## src/rtl/pipe_rr_arbiter.sv

```systemverilog
// pipe_rr_arbiter: shares one fixed-latency, no-backpressure data pipeline among NUM_REQ
// requesters. A round-robin selector with burst hold picks one beat per cycle and launches
// it into the pipeline. A tag shadow carries the requester ID down a delay line, so each
// result returns to the requester that issued it. Mismatches between the pipeline valid and
// the shadow valid raise a sticky err_tag.
module pipe_rr_arbiter #(
  parameter int unsigned NUM_REQ   = 4,
  parameter int unsigned DATA_W    = 32,
  parameter int unsigned PIPE_LAT  = 3,
  parameter int unsigned BURST_LEN = 2,
  parameter int unsigned ID_W      = $clog2(NUM_REQ)
) (
  input  logic                      clk,
  input  logic                      reset,
  input  logic [NUM_REQ-1:0]        req_vld,
  input  logic [NUM_REQ*DATA_W-1:0] req_data,
  output logic [NUM_REQ-1:0]        req_rdy,
  input  logic [NUM_REQ-1:0]        en_mask,
  output logic [DATA_W-1:0]         pipe_data_in,
  output logic                      pipe_vld,
  input  logic [DATA_W-1:0]         pipe_data_out,
  input  logic                      pipe_data_vld,
  output logic [NUM_REQ-1:0]        rsp_vld,
  output logic [DATA_W-1:0]         rsp_data,
  output logic [ID_W-1:0]           rsp_id,
  input  logic                      err_clr,
  output logic                      err_tag
);

  localparam int unsigned CntW = $clog2(BURST_LEN + 1);
  localparam int unsigned PosW = ID_W + 1;
  localparam logic [ID_W-1:0] LastId   = ID_W'(NUM_REQ - 1);
  localparam logic [CntW-1:0] BurstMax = CntW'(BURST_LEN);

  // Arbitration state
  logic [ID_W-1:0] rr_ptr_q, rr_ptr_d;
  logic [ID_W-1:0] last_q, last_d;
  logic [CntW-1:0] burst_cnt_q, burst_cnt_d;

  // Selection
  logic [NUM_REQ-1:0] elig;
  logic               scan_hit;
  logic [ID_W-1:0]    scan_sel;
  logic               hold;
  logic [ID_W-1:0]    sel;
  logic               xfer;
  logic [DATA_W-1:0]  sel_data;

  // Launch register
  logic              pipe_vld_q;
  logic [DATA_W-1:0] pipe_data_q;
  logic [ID_W-1:0]   launch_id_q;

  // Tag shadow, stage PIPE_LAT-1 lines up with pipe_data_vld
  logic [PIPE_LAT-1:0]           sh_vld_q;
  logic [PIPE_LAT-1:0][ID_W-1:0] sh_id_q;
  logic                          tag_vld;
  logic [ID_W-1:0]               tag_id;

  // Response / error
  logic [NUM_REQ-1:0] rsp_vld_d;
  logic [NUM_REQ-1:0] rsp_vld_q;
  logic [DATA_W-1:0]  rsp_data_q;
  logic [ID_W-1:0]    rsp_id_q;
  logic               err_q;

  assign elig = req_vld & en_mask;

  // First eligible requester at or after rr_ptr, wrapping modulo NUM_REQ.
  always_comb begin
    logic [PosW-1:0] pos;
    scan_hit = 1'b0;
    scan_sel = '0;
    pos      = '0;
    for (int unsigned i = 0; i < NUM_REQ; i++) begin
      pos = {1'b0, rr_ptr_q} + PosW'(i);
      if (pos >= PosW'(NUM_REQ)) begin
        pos = pos - PosW'(NUM_REQ);
      end
      if (!scan_hit && elig[pos[ID_W-1:0]]) begin
        scan_hit = 1'b1;
        scan_sel = pos[ID_W-1:0];
      end
    end
  end

  // Burst hold keeps the last winner while it stays eligible and has burst budget left.
  assign hold = (burst_cnt_q < BurstMax) && elig[last_q];
  assign sel  = hold ? last_q : scan_sel;
  // No grants while reset is asserted, so req_rdy reads 0 during reset.
  assign xfer = !reset && (hold || scan_hit);

  // Decode the grant to req_rdy and mux the selected requester's beat.
  always_comb begin
    req_rdy  = '0;
    sel_data = '0;
    for (int unsigned i = 0; i < NUM_REQ; i++) begin
      if (sel == ID_W'(i)) begin
        req_rdy[i] = xfer;
        sel_data   = req_data[i*DATA_W +: DATA_W];
      end
    end
  end

  // Next arbitration state: rotate past the winner, count bursts, idle clears the burst.
  always_comb begin
    rr_ptr_d    = rr_ptr_q;
    last_d      = last_q;
    burst_cnt_d = burst_cnt_q;
    if (xfer) begin
      rr_ptr_d = (sel == LastId) ? '0 : sel + 1'b1;
      last_d   = sel;
      if (sel != last_q) begin
        burst_cnt_d = CntW'(1);
      end else if (burst_cnt_q != BurstMax) begin
        burst_cnt_d = burst_cnt_q + 1'b1;
      end
    end else begin
      burst_cnt_d = '0;
    end
  end

  // Arbitration state register.
  always_ff @(posedge clk or posedge reset) begin
    if (reset) begin
      rr_ptr_q    <= '0;
      last_q      <= '0;
      burst_cnt_q <= '0;
    end else begin
      rr_ptr_q    <= rr_ptr_d;
      last_q      <= last_d;
      burst_cnt_q <= burst_cnt_d;
    end
  end

  // Launch register: data and ID hold when no beat is accepted.
  always_ff @(posedge clk or posedge reset) begin
    if (reset) begin
      pipe_vld_q  <= 1'b0;
      pipe_data_q <= '0;
      launch_id_q <= '0;
    end else begin
      pipe_vld_q <= xfer;
      if (xfer) begin
        pipe_data_q <= sel_data;
        launch_id_q <= sel;
      end
    end
  end

  assign pipe_vld     = pipe_vld_q;
  assign pipe_data_in = pipe_data_q;

  // Tag shadow shifts every cycle, mirroring the pipeline's fixed latency.
  always_ff @(posedge clk or posedge reset) begin
    if (reset) begin
      sh_vld_q <= '0;
      sh_id_q  <= '0;
    end else begin
      sh_vld_q[0] <= pipe_vld_q;
      sh_id_q[0]  <= launch_id_q;
      for (int unsigned k = 1; k < PIPE_LAT; k++) begin
        sh_vld_q[k] <= sh_vld_q[k-1];
        sh_id_q[k]  <= sh_id_q[k-1];
      end
    end
  end

  assign tag_vld = sh_vld_q[PIPE_LAT-1];
  assign tag_id  = sh_id_q[PIPE_LAT-1];

  // One-hot response valid for the tag owner, qualified by the pipeline valid.
  always_comb begin
    rsp_vld_d = '0;
    for (int unsigned i = 0; i < NUM_REQ; i++) begin
      rsp_vld_d[i] = pipe_data_vld && (tag_id == ID_W'(i));
    end
  end

  // Response register and sticky error; a new mismatch beats a simultaneous clear.
  always_ff @(posedge clk or posedge reset) begin
    if (reset) begin
      rsp_vld_q  <= '0;
      rsp_data_q <= '0;
      rsp_id_q   <= '0;
      err_q      <= 1'b0;
    end else begin
      if (tag_vld) begin
        rsp_vld_q  <= rsp_vld_d;
        rsp_data_q <= pipe_data_out;
        rsp_id_q   <= tag_id;
      end else begin
        rsp_vld_q <= '0;
      end
      if (pipe_data_vld != tag_vld) begin
        err_q <= 1'b1;
      end else if (err_clr) begin
        err_q <= 1'b0;
      end
    end
  end

  assign rsp_vld  = rsp_vld_q;
  assign rsp_data = rsp_data_q;
  assign rsp_id   = rsp_id_q;
  assign err_tag  = err_q;

endmodule

```

## config.mk

```make
export PLATFORM = sky130hd
export DESIGN_NAME = pipe_rr_arbiter
export DESIGN_NICKNAME = d
export VERILOG_FILES = /design/src/rtl/pipe_rr_arbiter.sv
export SDC_FILE = /design/constraint.sdc
export NUM_CORES = 1
export LEC_CHECK = 0
export CORE_MARGIN = 8
export CORE_UTILIZATION = 35
export DETAILED_ROUTE_END_ITERATION = 7
export GPL_TIMING_DRIVEN = 0
export PLACE_DENSITY = 0.8
export SLEW_MARGIN = 10
export SYNTH_ARGS = -nofsm -noshare
export SYNTH_HDL_FRONTEND = slang
export SYNTH_SLANG_ARGS = --single-unit
```

## constraint.sdc

```tcl
create_clock -name clk -period 3.6 [get_ports clk]
set_clock_uncertainty 0.2 [all_clocks]
set_input_delay 0.72 -clock clk [delete_from_list [all_inputs] [get_ports clk]]
set_output_delay 0.72 -clock clk [all_outputs]
set_load 0.02 [all_outputs]
```

==> results of run 1 <==
per-layer routing:
layer,part of all wire,GRT usage,wire length [um],vias to the layer above
li1,-,-,-,2135
met1,0.38,0.219,6480,2172
met2,0.51,0.353,8540,220
met3,0.088,0.0616,1480,27
met4,0.019,0.0601,326,0
met5,0,0,0,-
worst min path at each step:
stage,start,to,cells past startpoint
final,sh_id_q[1],sh_id_q[3],0
after global routing,sh_id_q[1],sh_id_q[3],0
after CTS,sh_id_q[1],sh_id_q[3],0
after detailed placement,sh_id_q[1],sh_id_q[3],0
after global placement,sh_id_q[1],sh_id_q[3],0
after floorplan,sh_id_q[0],sh_id_q[2],0
worst reg2reg max path, cell delays in order, from the launching register on:
cell and delay (ps):
dfrtp_1 450, mux4_2 580, nor2_4 130, mux2_4 370, ha_4 190, clkbuf_16 140
buf_4 160, clkbuf_1 230, nand3b_1 240, a21oi_1 160, a21oi_1 70, o211ai_1 270
o21a_1 160
sequential cells by signal, indices dropped and copies added, names as in the netlist:
signal,count
pipe_data_in,32
rsp_id,2
rr_ptr_q,2
rsp_data,32
pipe_vld,1
tag_id,2
rsp_vld,4
sh_vld_q,3
burst_cnt_q,2
err_tag,1
sh_id_q,4
launch_id_q,2
through the flow:
step / instance area [um2] / TNS (ps) / setup slack (ps) / instances / util
2_1_floorplan: 4460 / 0 / 16.5 / 448 / -
3_3_place_gp: 7140 / -100200 / -1340 / 867 / 0.571
3_5_place_dp: 7170 / -26310 / -1370 / 868 / 0.573
4_1_cts: 7690 / 0 / 7.56 / 895 / 0.615
5_1_grt: 7680 / 0 / 20.4 / 894 / 0.613
6_report: 7680 / 0 / 64.1 / 894 / 0.613
cell families (layout without fill, tap and decap cells):
group                      after synthesis  count (layout)  share of synthesized area
adders and majority gates                5               5                     0.0140
buffers and inverters                   44             318                     0.0396
xor gates and xnor gates                 3               3                    0.00590
AOI/OAI and AO/OA                      146             146                      0.211
and+or+nand+nor                        126             126                      0.144
DFF                                     87              87                      0.489
muxes                                   37              37                     0.0969
layout by cell type, fill, tap and decap left out, types with 2 or more instances in the layout:
| cell type | count |
|---|---|
| dfrtp_1 | 87 |
| nand3b_1 | 32 |
| clkdlybuf4s50_1 | 235 |
| inv_2 | 2 |
| nor2_1 | 5 |
| inv_4 | 2 |
| buf_4 | 15 |
| and2_1 | 2 |
| o21ai_0 | 3 |
| a31oi_1 | 2 |
| nor3_1 | 3 |
| nand2_1 | 70 |
| clkbuf_16 | 12 |
| xnor2_1 | 3 |
| buf_2 | 14 |
| mux2_2 | 34 |
| nand3_1 | 2 |
| clkbuf_2 | 4 |
| nand2b_1 | 2 |
| o211ai_1 | 32 |
| buf_6 | 3 |
| o21a_1 | 32 |
| inv_1 | 4 |
| nand2_2 | 4 |
| ha_4 | 4 |
| a21oi_1 | 67 |
| clkinv_2 | 2 |
| buf_1 | 3 |
| clkbuf_1 | 16 |
| and2_4 | 2 |
| a32o_1 | 2 |
area by class of cell:
type,instances,area (um2),area share
buffer,33,211,0.0275
tap,172,215,0.0280
inverter,8,35.0,0.00456
sequential,87,2180,0.284
clock inverter,5,56.3,0.00733
multi-input combinational,317,2170,0.283
clock buffer,11,243,0.0316
timing repair buffer,261,2570,0.334
where the power goes:
| group | internal [mW] | switching [mW] |
|---|---|---|
| Sequential | 1.29 | 0.189 |
| Combinational | 1.37 | 1.45 |
| Clock | 0.557 | 0.376 |
| Total | 3.22 | 2.02 |
what timing repair did:
action	4_1_cts	5_1_grt
pin swaps	8	4
setup buffers	13	0
endpoints found under the setup margin	35	5
resized for setup	80	8
hold buffers	0	0
==> qor.yml, run 1 <==
outcome:
  outcome: "finished clean"
critical_path:
  crit_slowest_cell: "mux4_2"
  r2r-end: "pipe_data_in[18]"
  worst-path-stages: 10
  r2r_cells: 12
  crit_chain: "buf_4 -> nand2_2 -> mux4_2 -> nor2_4 -> mux2_4 -> ha_4 -> clkbuf_16 -> clkbuf_16 -> and2_4 -> buf_6"
  critPathBufInv: 4
  r2r_start: "launch_id_q[1]"
  startpoint: "req_vld[0]"
  crit_end: "req_rdy[1]"
  arrival_ps: 2620
  path_max_fanout: 4
  cp-start-kind: "input pin"
  crit_path_end_kind: "output port"
  crit_type: "input pin to output port"
  max_stage_delay_ps: 510
  cpMostUsedCell: "clkbuf_16"
  rrSetupSlack_ps: 190
  critical-path-top-delay-family: "multiplexers"
  required_ps: 2680
power:
  ir_drop_mv: 0.290
  power.density_mw_per_mm2: 682
  cellLeakagePower_nw: 2.98
  power_mw: 5.24
yosys:
  syn_inst: 448
  netlist_top_cells_count: "87 x dfrtp_1, 72 x nand2_1, 67 x a21oi_1, 34 x mux2_2"
  ys_types: 38
  syn_avg_cell_area_um2: 9.94
  synth_top_area_frac: 0.489
  syn_nets: 625
  yosys_register_bits: 87
  async_flop_share: 1.00
  yosysTopAreaCell: "dfrtp_1"
  synth_edf_count: 0
  yosysSeqAreaShare: 0.489
  ys_top_cells_by_area: "dfrtp_1 49%, mux2_2 8.6%, a21oi_1 7.5%"
  syn_area_mm2: 0.00445
  synthMostInstantiatedCell: "dfrtp_1"
  synth_top_flop_cell: "dfrtp_1"
  yosysWarnings: 0
worst_hold_path:
  hp-class: "register to register"
timing:
  fmax_mhz: 283
  relSlewSlack: 0.586
  grt_setup_unrepaired: "false"
  hold_viol: 0
  worst_pin_slew_ps: 621
  finalSetupViolations: 0
  post-route-period-util: 0.982
  slew_violations: 0
  layout_min_cycle_time_ps: 3540
  whs_ps: 150
cts:
  cts_tree: "done"
  cts_made_buffers: 9
  cts_buffer_depth: 2
  ctsHtreeMaxLevel: 3
  cts-root-buf: "clkbuf_16"
  clock_sinks: 87
  path_clk_slew_ps: 70
  insertion_delay_ps: 330
routing:
  wirelength_um: 16800
  drt_pass1_iterations: 4
  wire_per_inst_um: 18.8
  ant_nets: 0
  drt_iter0_drc: 275
  drc: 0
  post_drt_via_cell_ratio: 5.09
  num_vias: 4554
placed_design:
  gp_congestion: 0.814
  io_buffers: 247
  dp_hpwl_um: 13200
grt:
  gr-total-overflow: 0
  grt_use_total: 0.197
  grt_pass1_wl_um: 25500
  first_global_vias: 4768
  antenna_found_initial: 0
  grt_max_degree: 58
floorplan:
  initial_core_util: 0.356
  num_rows: 41
  core_area_mm2: 0.0125
  die_x_um: 129
  die_h_um: 129
  dieArea_mm2: 0.0166
  ios: 248
cells_and_area:
  drive_above_1_share: 0.155
  num-nets-final: 894
  nFillCells: 1078
  area_growth_syn_to_layout_pct: 72.4
  diodes: 0
flow_run:
  max_cap_violations: 0
No activity file was read; power rests on OpenSTA's default activity.
==> inputs of run 2 (changes only) <==
- CORE_UTILIZATION: 35 -> 45
- DONT_BUFFER_PORTS: not set -> 1
- PLACE_DENSITY: 0.8 -> 0.63
- clock period: 3.6 -> 3.8 ns (I/O delays scaled with it)
==> qor.yml, run 2 (synthesis results as in run 1) <==
cts:
  ctsHtreeMaxLevel: 3  # unchanged
  cts_buffer_depth: 2  # unchanged
  cts_tree: "done"  # unchanged
  insertion_delay_ps: 360  # was 330 ps
  path_clk_slew_ps: 90  # was 70 ps
  post_cts_buffers: 0  # was 13
  cts_made_buffers: 9  # unchanged
  cts-root-buf: "clkbuf_8"  # was clkbuf_16
  cts_hold_buf: 0  # unchanged
  clock_sinks: 87  # unchanged
critical_path:
  path_max_fanout: 10  # was 4
  required_ps: 2840  # was 2680 ps
  cp-start-kind: "input pin"  # unchanged
  arrival_ps: 2750  # was 2620 ps
  crit_type: "input pin to output port"  # unchanged
  crit_path_end_kind: "output port"  # unchanged
floorplan:
  dieArea_mm2: 0.0133  # was 0.0166 mm2
  die_h_um: 115  # was 129 um
  core_area_mm2: 0.00968  # was 0.0125 mm2
  die_x_um: 115  # was 129 um
  ios: 248  # unchanged
  initial_core_util: 0.460  # was 0.356
  num_rows: 36  # was 41
cells_and_area:
  nFillCells: 912  # was 1078
  num-nets-final: 632  # was 894
  layout_commonest_cell: "dfrtp_1"  # was clkdlybuf4s50_1
  drive_above_1_share: 0.174  # was 0.155
  diodes: 0  # unchanged
  stdcell_count: 593  # was 894
  area_growth_syn_to_layout_pct: 8.68  # was 72.4%
  mostFrequentLayoutCells: "86 x dfrtp_1, 72 x nand2_1, 67 x a21oi_1"  # was 235 x clkdlybuf4s50_1, 87 x dfrtp_1, 70 x nand2_1
routing:
  num_vias: 3560  # was 4554
  wirelength_um: 13800  # was 16800 um
  drt_iter0_drc: 236  # was 275
  ant_nets: 0  # unchanged
  post_drt_via_cell_ratio: 6.00  # was 5.09
  drc: 0  # unchanged
  wire_per_inst_um: 23.3  # was 18.8 um
  drt_pass1_iterations: 4  # unchanged
timing:
  hold_viol: 0  # unchanged
  post-route-period-util: 0.977
  relSlewSlack: 0.564  # was 0.586
  worst_pin_slew_ps: 654  # was 621 ps
  finalSetupViolations: 0  # unchanged
  fmax_mhz: 269
  slew_violations: 0  # unchanged
  layout_min_cycle_time_ps: 3710
grt:
  antenna_found_initial: 0  # unchanged
  grt_max_degree: 60  # was 58
  grt_use_total: 0.202  # was 0.197
  grt_pass1_wl_um: 20800  # was 25500 um
  gr-total-overflow: 0  # unchanged
  first_global_vias: 3791  # was 4768
power:
  switching_share: 0.454  # was 0.386
  power.density_mw_per_mm2: 778  # was 682 mW/mm2
  p_seq_frac: 0.471  # was 0.282
  power_mw: 3.76  # was 5.24 mW
  p_switching_mw: 1.71  # was 2.02 mW
  cellLeakagePower_nw: 1.83  # was 2.98 nW
  clock_power_share: 0.160  # was 0.178
  ir_drop_mv: 0.315  # was 0.290 mV
  p_int_mw: 2.06  # was 3.22 mW
  comb_power_share: 0.369  # was 0.540
placed_design:
  dp_hpwl_um: 10900  # was 13200 um
  io_buffers: 0  # was 247
  placed_cells: 582  # was 868
  gp_congestion: 0.891  # was 0.814
flow_run:
  max_cap_violations: 0  # unchanged
worst_hold_path:
  hp-class: "input pin to asynchronous set/reset pin"  # was register to register
outcome:
  outcome: "finished clean"  # unchanged
==> run 2: cell types whose count changed in the layout (fill, tap and decap cells not counted), sizes merged <==
cell           delta
inv               +2
clkbuf            -5
clkinvlp          +1
buf              -23
clkdlybuf4s50   -235
bufinv            -1
clkinv            -1
==> run 2: final timing paths <==
path,startpoint,endpoint,slack (ps),cells after the start
max in group asynchronous,reset,launch_id_q[1],2720,2
hold reg to reg,sh_id_q[3],tag_id[1],150,0
setup / recovery,req_vld[3],req_rdy[0],90,8
min in group clk,sh_id_q[3],tag_id[1],150,0
setup reg to reg,launch_id_q[1],pipe_data_in[18],440,11
hold / removal,reset,pipe_data_in[26],70,1
==> run 2: area by class of cell <==
cell class / count / area (um2) / share of cell area
well taps: 133 / 166 / 0.0344
inverters: 8 / 32.5 / 0.00672
plain buffers: 31 / 133 / 0.0274
clock inverters: 6 / 52.6 / 0.0109
repair buffers: 1 / 27.5 / 0.00569
clock buffers: 10 / 128 / 0.0264
multi-input cells: 317 / 2120 / 0.438
flip-flops and latches: 87 / 2180 / 0.450
==> run 2: worst max-delay path, cell delays in order <==
cell     delay, ps
nand2_1        110
mux4_2         550
nor2_4         170
mux2_4         350
inv_1          130
ha_2           260
buf_4          190
and2_2         220
==> run 2: power groups by stage <==
stage	Clock [mW]	Combinational, mW	Sequential (mW)
finish	0.602	1.39	1.77
detailed placement	0	1.36	1.81
global placement	0	1.32	1.80
CTS	0.628	1.39	1.79
global route	0.668	1.56	1.82
floorplan	0	1.08	1.69
==> run 2: stage by stage <==
| stage | TNS (ps) | hold WS, ps | cell area (um2) | utilization | setup slack [ps] |
|---|---|---|---|---|---|
| 2_1_floorplan | 0 | 131 | 4450 | - | 23.7 |
| 3_3_place_gp | -32740 | 133 | 4620 | 0.477 | -373 |
| 3_5_place_dp | -974 | 135 | 4650 | 0.480 | -373 |
| 4_1_cts | -22.5 | 61.7 | 4830 | 0.499 | -22.5 |
| 5_1_grt | -5.71 | 80.0 | 4840 | 0.500 | -5.71 |
| 6_report | 0 | 72.4 | 4840 | 0.500 | 89.3 |
==> run 2: repair_timing <==
| action | in CTS | in global routing |
|---|---|---|
| gates cloned | 0 | 0 |
| gates resized for setup | 6 | 5 |
| setup endpoints to repair | 4 | 4 |
==> run 2: metal layers <==
| metal | part of all wire | wire length (um) | vias up | global-route usage |
|---|---|---|---|---|
| met2 | 0.50 | 6860 | 186 | 0.340 |
| met3 | 0.11 | 1560 | 26 | 0.0756 |
| li1 | - | - | 1609 | - |
| met5 | 0 | 0 | - | 0 |
| met4 | 0.025 | 339 | 0 | 0.0841 |
| met1 | 0.37 | 5060 | 1739 | 0.227 |
==> inputs of run 3 (changes only) <==
- SLEW_MARGIN: 10 -> not set
==> results of run 3 <==
Same layout as run 2: the final DEF is identical, and so are final timing and power.
